==> config.mk <==
export PLATFORM = sky130hd
export DESIGN_NAME = mmio_resp_arb_flat
export DESIGN_NICKNAME = d
export VERILOG_FILES = /design/src/rtl/mmio_resp_arb_pkg.sv /design/src/rtl/mmio_resp_arb_if.sv /design/src/rtl/mmio_prio_sel.sv /design/src/rtl/mmio_resp_arb.sv /design/src/flat_wrapper.sv
export SDC_FILE = /design/constraint.sdc
export NUM_CORES = 1
export LEC_CHECK = 0
export CAP_MARGIN = 20
export CORE_AREA = 4 4 237 239
export CTS_CLUSTER_SIZE = 10
export DETAILED_ROUTE_END_ITERATION = 8
export DIE_AREA = 0 0 241 243
export MAX_ROUTING_LAYER = met4
export PLACE_DENSITY = 0.55
export SETUP_SLACK_MARGIN = 0.05
export SYNTH_ARGS = -nofsm -noshare
export SYNTH_HDL_FRONTEND = slang
export SYNTH_SLANG_ARGS = --single-unit
==> constraint.sdc <==
create_clock -name clock -period 11.54 [get_ports clock]
set_input_delay 2.308 -clock clock [delete_from_list [all_inputs] [get_ports clock]]
set_output_delay 2.308 -clock clock [all_outputs]
set_load 0.02 [all_outputs]
==> src/rtl/mmio_resp_arb_pkg.sv <==
// Package: mmio_resp_arb_pkg
// Purpose : shared response codes, zero constants, FSM state encoding and a
//           small helper for index widths used by the MMIO response arbiter.
// Ports   : none (package)
package mmio_resp_arb_pkg;

   localparam logic [1:0] UMEM_OK_READY = 2'd0;
   localparam logic [1:0] UMEM_OK_OK    = 2'd1;
   localparam logic [1:0] UMEM_OK_HOLD  = 2'd2;
   localparam logic [1:0] UMEM_OK_FAULT = 2'd3;

   localparam logic [63:0] UV64_00 = 64'h0;
   localparam logic [47:0] UV48_00 = 48'h0;

   typedef enum logic [1:0] {
      ST_IDLE = 2'd0,
      ST_WAIT = 2'd1,
      ST_RESP = 2'd2,
      ST_ERR  = 2'd3
   } arb_state_t;

   // Width of a slave index; a single-slave build still needs one bit.
   function automatic int idx_width(input int n);
      return (n > 1) ? $clog2(n) : 1;
   endfunction

endpackage

==> src/rtl/mmio_resp_arb_if.sv <==
// Interface: mmio_resp_arb_if
// Purpose  : bundles the L2 request, slave response and arbiter response
//            signals of the MMIO response arbiter.
// Signals  : mmioAddr/mmioOpm (L2 request), slvData/slvOK (slave responses),
//            mmioInData/mmioOK (response to L2), busExc (exception to CPU),
//            missAddr/missCount (optional miss log).
// Modports : master - L2/peripheral side driving requests and slave responses
//            slave  - the arbiter
interface mmio_resp_arb_if #(
   parameter int NSLV = 6
);
   logic [31:0]         mmioAddr;
   logic [4:0]          mmioOpm;
   logic [NSLV*64-1:0]  slvData;
   logic [NSLV*2-1:0]   slvOK;
   logic [63:0]         mmioInData;
   logic [1:0]          mmioOK;
   logic [63:0]         busExc;
   logic [31:0]         missAddr;
   logic [15:0]         missCount;

   modport master (
      output mmioAddr, mmioOpm, slvData, slvOK,
      input  mmioInData, mmioOK, busExc, missAddr, missCount
   );

   modport slave (
      input  mmioAddr, mmioOpm, slvData, slvOK,
      output mmioInData, mmioOK, busExc, missAddr, missCount
   );
endinterface

==> src/rtl/mmio_prio_sel.sv <==
// Module : mmio_prio_sel
// Purpose: combinational fixed-priority selector over NSLV slave responses;
//          the lowest-index slave whose code is not READY wins.
// Ports  : slv_data/slv_ok (packed slave responses, slave i at 64*i / 2*i),
//          hit (any slave responding), idx/data/ok (winning slave).
module mmio_prio_sel
   import mmio_resp_arb_pkg::*;
#(
   parameter int NSLV = 6,
   localparam int IDXW = idx_width(NSLV)
) (
   input  logic [NSLV*64-1:0] slv_data,
   input  logic [NSLV*2-1:0]  slv_ok,
   output logic               hit,
   output logic [IDXW-1:0]    idx,
   output logic [63:0]        data,
   output logic [1:0]         ok
);

   // Scan from the top down so the lowest responding index is written last.
   always_comb begin
      hit  = 1'b0;
      idx  = '0;
      data = UV64_00;
      ok   = UMEM_OK_READY;
      for (int i = NSLV - 1; i >= 0; i--) begin
         if (slv_ok[2*i +: 2] != UMEM_OK_READY) begin
            hit  = 1'b1;
            idx  = IDXW'(i);
            data = slv_data[64*i +: 64];
            ok   = slv_ok[2*i +: 2];
         end
      end
   end

endmodule

==> src/rtl/mmio_resp_arb.sv <==
// Module : mmio_resp_arb
// Purpose: registered MMIO response arbiter between the L2 MMIO port and the
//          peripheral slaves, with a bus-miss timeout that returns FAULT and
//          raises a one-cycle bus exception so a missing slave cannot hang
//          the CPU.
// Ports  : clock, reset (async, active-high); bus (mmio_resp_arb_if.slave)
//          carrying the request, slave responses and all registered outputs.
// Options: MMIO_ARB_MISSLOG_EN - keeps the last timed-out address and a
//          saturating timeout count; otherwise missAddr/missCount read 0.
//
// state   | meaning
// --------+-----------------------------------------------------------
// ST_IDLE | no request; outputs READY/0
// ST_WAIT | request latched; forwarding HOLD/FAULT or counting timeout
// ST_RESP | OK response latched; held until L2 drops the opcode
// ST_ERR  | timeout; FAULT held until L2 drops the opcode
module mmio_resp_arb
   import mmio_resp_arb_pkg::*;
#(
   parameter int          NSLV     = 6,
   parameter int          TMO_CYC  = 255,
   parameter logic [15:0] EXC_CODE = 16'h8004
) (
   input logic             clock,
   input logic             reset,
   mmio_resp_arb_if.slave  bus
);

   localparam int IDXW = idx_width(NSLV);
   localparam logic [15:0] TMO_LAST = 16'(TMO_CYC - 1);

   arb_state_t        state;
   logic [31:0]       req_addr;
   logic [15:0]       timer;
   logic [63:0]       data_q;
   logic [1:0]        ok_q;
   logic [63:0]       exc_q;

   logic              sel_hit;
   logic [IDXW-1:0]   sel_idx;
   logic [63:0]       sel_data;
   logic [1:0]        sel_ok;

   logic              req_live;
   logic              same_req;
   logic              err_entry;

   mmio_prio_sel #(.NSLV(NSLV)) u_sel (
      .slv_data (bus.slvData),
      .slv_ok   (bus.slvOK),
      .hit      (sel_hit),
      .idx      (sel_idx),
      .data     (sel_data),
      .ok       (sel_ok)
   );

`ifndef SYNTHESIS
   always_comb begin
      assert (!sel_hit || sel_ok == bus.slvOK[{sel_idx, 1'b0} +: 2]);
   end
`endif

   assign req_live  = (bus.mmioOpm != 5'd0);
   assign same_req  = req_live && (bus.mmioAddr == req_addr);
   // A slave answering on the expiry cycle takes precedence over the timeout.
   assign err_entry = (state == ST_WAIT) && same_req && !sel_hit && (timer == TMO_LAST);

   always_ff @(posedge clock or posedge reset) begin
      if (reset) begin
         state    <= ST_IDLE;
         req_addr <= 32'h0;
         timer    <= 16'h0;
         data_q   <= UV64_00;
         ok_q     <= UMEM_OK_READY;
         exc_q    <= UV64_00;
      end else begin
         exc_q <= UV64_00;
         case (state)
            ST_IDLE: begin
               data_q <= UV64_00;
               ok_q   <= UMEM_OK_READY;
               if (req_live) begin
                  // Accepted requests report HOLD until a slave decides.
                  req_addr <= bus.mmioAddr;
                  timer    <= 16'h0;
                  ok_q     <= UMEM_OK_HOLD;
                  state    <= ST_WAIT;
               end
            end
            ST_WAIT: begin
               if (!req_live) begin
                  data_q <= UV64_00;
                  ok_q   <= UMEM_OK_READY;
                  state  <= ST_IDLE;
               end else if (!same_req) begin
                  req_addr <= bus.mmioAddr;
                  timer    <= 16'h0;
                  data_q   <= UV64_00;
                  ok_q     <= UMEM_OK_HOLD;
               end else if (sel_hit) begin
                  data_q <= sel_data;
                  ok_q   <= sel_ok;
                  timer  <= 16'h0;
                  if (sel_ok == UMEM_OK_OK) begin
                     state <= ST_RESP;
                  end
               end else if (err_entry) begin
                  data_q <= UV64_00;
                  ok_q   <= UMEM_OK_FAULT;
                  exc_q  <= {UV48_00, EXC_CODE};
                  state  <= ST_ERR;
               end else begin
                  data_q <= UV64_00;
                  ok_q   <= UMEM_OK_HOLD;
                  timer  <= timer + 16'd1;
               end
            end
            ST_RESP: begin
               if (!req_live) begin
                  data_q <= UV64_00;
                  ok_q   <= UMEM_OK_READY;
                  state  <= ST_IDLE;
               end
            end
            ST_ERR: begin
               data_q <= UV64_00;
               ok_q   <= UMEM_OK_FAULT;
               if (!req_live) begin
                  ok_q  <= UMEM_OK_READY;
                  state <= ST_IDLE;
               end
            end
            default: begin
               state <= ST_IDLE;
            end
         endcase
      end
   end

   assign bus.mmioInData = data_q;
   assign bus.mmioOK     = ok_q;
   assign bus.busExc     = exc_q;

`ifdef MMIO_ARB_MISSLOG_EN
   logic [31:0] miss_addr_q;
   logic [15:0] miss_count_q;

   always_ff @(posedge clock or posedge reset) begin
      if (reset) begin
         miss_addr_q  <= 32'h0;
         miss_count_q <= 16'h0;
      end else if (err_entry) begin
         miss_addr_q <= req_addr;
         if (miss_count_q != 16'hFFFF) begin
            miss_count_q <= miss_count_q + 16'd1;
         end
`ifndef SYNTHESIS
         $display("MMIO Bus Miss A=%X", req_addr);
`endif
      end
   end

   assign bus.missAddr  = miss_addr_q;
   assign bus.missCount = miss_count_q;
`else
   assign bus.missAddr  = 32'h0;
   assign bus.missCount = 16'h0;
`endif

endmodule

==> src/flat_wrapper.sv <==
// flat-port wrapper written by rule: the top's interface ports become plain ports
module mmio_resp_arb_flat import mmio_resp_arb_pkg::*;
#(
   parameter int          NSLV     = 6,
   parameter int          TMO_CYC  = 255,
   parameter logic [15:0] EXC_CODE = 16'h8004
)
  (clock, reset, bus_mmioAddr, bus_mmioOpm, bus_slvData, bus_slvOK, bus_mmioInData, bus_mmioOK, bus_busExc, bus_missAddr, bus_missCount);
  mmio_resp_arb_if #(.NSLV(NSLV)) bus_i ();
  input logic clock;
  input logic reset;
  input wire logic [$bits(bus_i.mmioAddr)-1:0] bus_mmioAddr;
  input wire logic [$bits(bus_i.mmioOpm)-1:0] bus_mmioOpm;
  input wire logic [$bits(bus_i.slvData)-1:0] bus_slvData;
  input wire logic [$bits(bus_i.slvOK)-1:0] bus_slvOK;
  output wire logic [$bits(bus_i.mmioInData)-1:0] bus_mmioInData;
  output wire logic [$bits(bus_i.mmioOK)-1:0] bus_mmioOK;
  output wire logic [$bits(bus_i.busExc)-1:0] bus_busExc;
  output wire logic [$bits(bus_i.missAddr)-1:0] bus_missAddr;
  output wire logic [$bits(bus_i.missCount)-1:0] bus_missCount;
  assign bus_i.mmioAddr = bus_mmioAddr;
  assign bus_i.mmioOpm = bus_mmioOpm;
  assign bus_i.slvData = bus_slvData;
  assign bus_i.slvOK = bus_slvOK;
  assign bus_mmioInData = bus_i.mmioInData;
  assign bus_mmioOK = bus_i.mmioOK;
  assign bus_busExc = bus_i.busExc;
  assign bus_missAddr = bus_i.missAddr;
  assign bus_missCount = bus_i.missCount;
  mmio_resp_arb #(.NSLV(NSLV), .TMO_CYC(TMO_CYC), .EXC_CODE(EXC_CODE)) u_core (.clock(clock), .reset(reset), .bus(bus_i));
endmodule
After elaboration in Yosys (flattened, before gate mapping)

Index checks and enable logic that the tools add are counted.

Equal/unequal tests: 15
Reductions and logical operators: 19
Multiplexer cells: 53
Add/sub/neg operators: 1

Operators with widths:

| operator                                                          | number |
|---|---|
| 64-bit two-way mux                                                | 14 |
| 64-bit one-hot mux with 3 select lines                            | 1 |
| 16-bit two-way mux                                                | 6 |
| 32-bit two-way mux                                                | 3 |
| 32-bit one-hot mux with 2 select lines                            | 1 |
| 2-bit two-way mux                                                 | 18 |
| 32-bit == test                                                    | 1 |
| 16-bit one-hot mux with 2 select lines                            | 1 |
| 16-bit by 1-bit adder with 16-bit output (second input constant)  | 1 |
| 16-bit by 8-bit == test with 1-bit output (second input constant) | 1 |
| 2-bit nonzero test                                                | 7 |
| 4-bit by 3-bit != test with 1-bit output (second input constant)  | 2 |
| 2-bit one-hot mux with 4 select lines                             | 1 |
| 4-bit AND reduction                                               | 2 |
| 1-bit two-way mux                                                 | 7 |
| 2-bit != test (second input constant)                             | 3 |
| 2-bit one-hot mux with 3 select lines                             | 1 |
| 5-bit AND reduction                                               | 1 |
| 5-bit nonzero test                                                | 1 |
| 2-bit by 1-bit == test with 1-bit output (second input constant)  | 2 |
| 2-bit == test (second input constant)                             | 2 |
| 1-bit logical AND                                                 | 4 |
| 2-bit by 1-bit != test with 1-bit output (second input constant)  | 2 |
| 4-bit != test (second input constant)                             | 1 |
| other kinds (4)                                                   | 5 |

Register bits after elaboration: 180
Output and inout bits: 178

Longest topological paths before layout

Word-level depth: 15
Depth in mapped cells: 8
Gate-level depth less buffers: 8

Hierarchy

A second synthesis with hierarchy kept.

Cells, all modules: 1148
Area total of the unflattened synthesis: 9715.6 µm²

By module, submodules not included:

| module        | area an instance (µm²) | times used | cells each |
|---|---|---|---|
| mmio_resp_arb | 6122.1                 | 1          | 516 |
| mmio_prio_sel | 3593.4                 | 1          | 632 |

Worst setup path after synthesis

OpenSTA, ideal clock, no wires.

Path kind: input port to flip-flop
Start: in bus_mmioAddr[18]
End: reg u_core.req_addr[0]
Setup time: 0.127 ns
Cell stages on the path: 7
Path buffers: 1
Slack: 7.380 ns
Arrival time: 4.033 ns
Path through: xnor2_1 > nand4_1 > or4_4 > nand4bb_1 > nand2_1 > buf_6 > mux2_1

Longest elaborated chain between the ends: 4

RTL lines:

| item                                 | RTL line            | RTL |
|---|---|---|
| from (decl)                          | flat_wrapper.sv:12  | `input wire logic [$bits(bus_i.mmioAddr)-1:0] bus_mmioAddr;` |
| 32-bit == test                       | mmio_resp_arb.sv:64 | `assign same_req = req_live && (bus.mmioAddr == req_addr);` |
| 1-bit logical AND                    | mmio_resp_arb.sv:64 |  |
| 2-bit != test (no source line)       | n/a                 |  |
| 4-bit AND reduction (no source line) | n/a                 |  |
| to (signal assigned)                 | mmio_resp_arb.sv:84 | `req_addr <= bus.mmioAddr;` |
| to (signal assigned)                 | mmio_resp_arb.sv:96 | `req_addr <= bus.mmioAddr;` |
| to (decl)                            | mmio_resp_arb.sv:33 | `logic [31:0] req_addr;` |

Every way passes these cells.
A chain may end at the register's enable or synchronous reset.

Worst setup path after layout

Start: in bus_slvOK[9]
End: reg u_core.data_q[60], in the netlist u_core.bus.mmioInData[60]

Longest elaborated chain between the ends: 10
Elaborated cells between the ends (all ways): 15
Classes of those cells: mux (14); reduce/logical (1)

RTL lines:

| item                                                                        | RTL line             | RTL |
|---|---|---|
| from (decl)                                                                 | flat_wrapper.sv:15   | `input wire logic [$bits(bus_i.slvOK)-1:0] bus_slvOK;` |
| 2-bit nonzero test *                                                        | mmio_prio_sel.sv:27  | `if (slv_ok[2*i +: 2] != UMEM_OK_READY) begin` |
| 64-bit two-way mux / 1-bit two-way mux (equally long branches) (5 in a row) | mmio_prio_sel.sv:27  |  |
| 64-bit two-way mux *                                                        | mmio_resp_arb.sv:100 | `end else if (sel_hit) begin` |
| 64-bit two-way mux *                                                        | mmio_resp_arb.sv:95  | `end else if (!same_req) begin` |
| 64-bit two-way mux *                                                        | mmio_resp_arb.sv:91  | `if (!req_live) begin` |
| 64-bit one-hot mux with 3 select lines *                                    | mmio_resp_arb.sv:78  | `case (state)` |
| to (signal assigned)                                                        | mmio_resp_arb.sv:101 | `data_q <= sel_data;` |
| to (decl)                                                                   | mmio_resp_arb.sv:35  | `logic [63:0] data_q;` |

Mark *: on every way between the ends. The rest lies on a longest branch, timed or not.

==> results.py <==
metrics = {
    "grt": {
        "overflow": 0,
        "antenna_found_initial": 20,
        "grt_pass1_vias": 10100,
        "grt_use_total": 0.167,
        "grt_max_degree": 68,
        "grt_pass1_wl_um": 69200,
    },
    "timing": {
        "fin_tns_setup_ps": 0,
        "finalCritPeriodShare": 0.451,
        "hold_violations": 0,
        "setup_violations": 0,
        "fmax_mhz": 192,
        "fin_skew_ps": 15.4,
        "fin_crit_ps": 5210,
        "worstMarginPinSlew_ps": 1040,
        "rsz0062_at_grt": "no",
        "slew_viol_final": 0,
        "relSlewSlack": 0.309,
    },
    "setup_path": {
        "crit_arrival_ps": 5620,
        "path_class": "in2reg",
        "start_kind": "primary input",
        "rr_worst_depth": 6,
        "required_ps": 11950,
        "critical_path.endpoint_type": "register",
        "cp_max_fo": 34,
        "regToRegEndpoint": "u_core.bus.mmioInData[31]$_DFFE_PP0P_",
        "reg2reg_slack_ps": 8930,
        "crit-reg2reg-launch": "u_core.req_addr[24]$_DFFE_PP0P_",
    },
    "die": {
        "io_pins": 613,
        "die_y_um": 243,
        "num_rows": 85,
        "die-area_mm2": 0.0586,
        "core_mm2": 0.0538,
        "initial_core_util": 0.164,
        "die_w_um": 241,
    },
    "run": {
        "cap_violations": 0,
    },
    "worst_hold_path": {
        "min_to": "u_core.bus.mmioInData[53]$_DFFE_PP0P_",
        "hold_start": "u_core.bus.mmioInData[53]$_DFFE_PP0P_",
        "min_path_cells": 1,
        "hold_class": "reg2reg",
    },
    "logic_synthesis": {
        "synth_area_per_cell_um2": 8.87,
        "yosys_warnings": 0,
        "synth.distinct_cells": 55,
        "yosysTopAreaCellShare": 0.332,
        "async_flop_share": 1.00,
        "yosysTopAreaCell": "dfrtp_1",
        "synth_edf_count": 0,
        "synth_seq_cells": 117,
        "yosysSeqAreaShare": 0.332,
        "ys.flop_type": "dfrtp_1",
        "netlist_area_mm2": 0.00883,
        "netlist_instances": 996,
        "synth_area_leaders": "dfrtp_1, buf_4, a221oi_1, a22o_1, o31a_1",
    },
    "run_status": {
        "status": "finished, final reports clean",
    },
    "clock_network": {
        "root_buffer": "clkbuf_16",
        "cts_sinks": 117,
        "cts_setup_buffers": 0,
        "cts_resized": 0,
        "postCtsHoldBufs": 0,
        "cts_buffers": 17,
        "cts_tree": "yes",
        "insertion_delay_ps": 470,
        "clk_pin_slew_worst_paths_ps": 60,
        "cts_buffer_depth": 2,
        "htreeDepth": 4,
    },
    "power": {
        "ir_worst_vdd_v": 0.000110,
        "power_density_mw_per_mm2": 90.2,
        "power.leakage_nw": 5.74,
    },
    "placement": {
        "place_inst": 2122,
        "place_area_mm2": 0.0141,
        "globalplace.congestion": 0.937,
        "port_buffers": 502,
        "hpwl_um": 37900,
    },
    "finish": {
        "areaGrowthSynthToFinish_pct": 66.3,
        "final_nets": 1882,
        "final_area_mm2": 0.0147,
        "stdcell_count": 2166,
        "drive_gt1_frac": 0.0466,
    },
    "drt": {
        "firstDrtPassIters": 5,
        "drc_errors": 0,
        "dr_total_vias": 9793,
        "avgViaCountPerCell": 4.52,
        "drtAntennaViolNets": 0,
        "drt-wirelength-per-cell_um": 22.8,
        "totalWireLength_um": 49500,
        "initialDrtViolationCount": 629,
    },
}
## metal layers
metal	routed length [µm]	up-vias	track usage
li1	-	4455	-
met1	20100	4732	0.196
met2	24500	553	0.274
met3	4000	53	0.0537
met4	973	0	0.0459
met5	0	-	-
## power by group
part,internal (mW),total [mW],switching [mW]
clock network,0.323,0.558,0.235
logic,0.183,0.345,0.161
registers,0.417,0.422,0.00452
total,0.923,1.32,0.401
## logic make-up (layout without fill, tap and decap cells)
logic type / count (synthesis) / after routing / share of synthesized area
flip-flops: 117 / 117 / 0.332
AO/OA/AOI/OAI: 357 / 357 / 0.311
AND/OR/NAND/NOR: 249 / 249 / 0.135
buffers and inverters: 201 / 554 / 0.141
other: 1 / 122 / 0.000425
multiplexers: 33 / 33 / 0.0419
XOR/XNOR: 36 / 36 / 0.0357
adder cells (fa/ha/maj): 2 / 2 / 0.00283
## per-stage QoR
stage | worst slack [ps] | total power [mW] | util | hold WS, ps
floorplan | 6130 | 0.595 | - | 469
global placement | 5870 | 0.771 | 0.261 | 487
detailed placement | 5780 | 0.773 | 0.261 | 491
CTS | 6320 | 1.35 | 0.272 | 509
global route | 6250 | 1.39 | 0.273 | 520
finish | 6330 | 1.32 | 0.273 | 504
## worst max-delay path by stage
stage | from | endpoint | cells after the start
after floorplan | reset | u_core.bus.busExc[2]$_DFF_PP0_ | 1
after global placement | bus_slvOK[9] | u_core.bus.mmioInData[60]$_DFFE_PP0P_ | 8
after global routing | bus_slvOK[9] | u_core.bus.mmioInData[60]$_DFFE_PP0P_ | 8
after CTS | bus_slvOK[9] | u_core.bus.mmioInData[60]$_DFFE_PP0P_ | 8
after detailed placement | bus_slvOK[9] | u_core.bus.mmioInData[60]$_DFFE_PP0P_ | 8
final | bus_slvOK[9] | u_core.bus.mmioInData[60]$_DFFE_PP0P_ | 8
## critical path, cell delays in order
cell             delay (ps)
clkdlybuf4s50_1         450
or2_4                   430
nor2_4                  790
buf_4                   560
a221oi_1                260
o31a_1                  310
o21ai_0                 220
a22o_1                  160
## cells in the mapped netlist (4+ instances only)
cell	count
dfrtp_1	117
buf_4	111
nand2_1	86
nor2_1	85
clkbuf_1	70
o21ai_0	68
a221oi_1	64
a22o_1	64
a22oi_1	64
o31a_1	64
xnor2_1	35
mux2_1	32
nand4_1	21
buf_6	10
and3_1	8
nor3_1	8
o21ai_1	8
a21oi_1	6
inv_1	6
nand3_1	6
and2_1	5
a41oi_1	4
## registers in the layout, indices dropped and copies added (netlist names)
name,count
u_core.bus.mmioInData,64
u_core.req_addr,32
u_core.timer,16
u_core.bus.mmioOK,2
u_core.state,2
u_core.bus.busExc,1
## cell type report
| class | count | area, µm² |
|---|---|---|
| antenna | 12 | 30.0 |
| clock buffer | 17 | 425 |
| clock inverter | 15 | 169 |
| fill | 5791 | 39100 |
| inverter | 6 | 27.5 |
| multi-input combinational | 787 | 5100 |
| sequential | 117 | 2930 |
| tap | 696 | 871 |
| timing repair buffer | 516 | 5130 |
## cell usage in the layout (no fill, tap or decap), drive strengths merged, types with 17 or more instances in the layout
cell type	Yosys	routed
dfrtp	117	117
clkdlybuf4s50	0	502
a22o	64	64
nand4	21	21
nor2	86	86
xnor2	35	35
clkbuf	70	17
nand2	87	87
o31a	64	64
o21ai	76	76
a22oi	64	64
mux2	32	32
a221oi	64	64
conb	1	110
(Power assumes the default switching activity.)
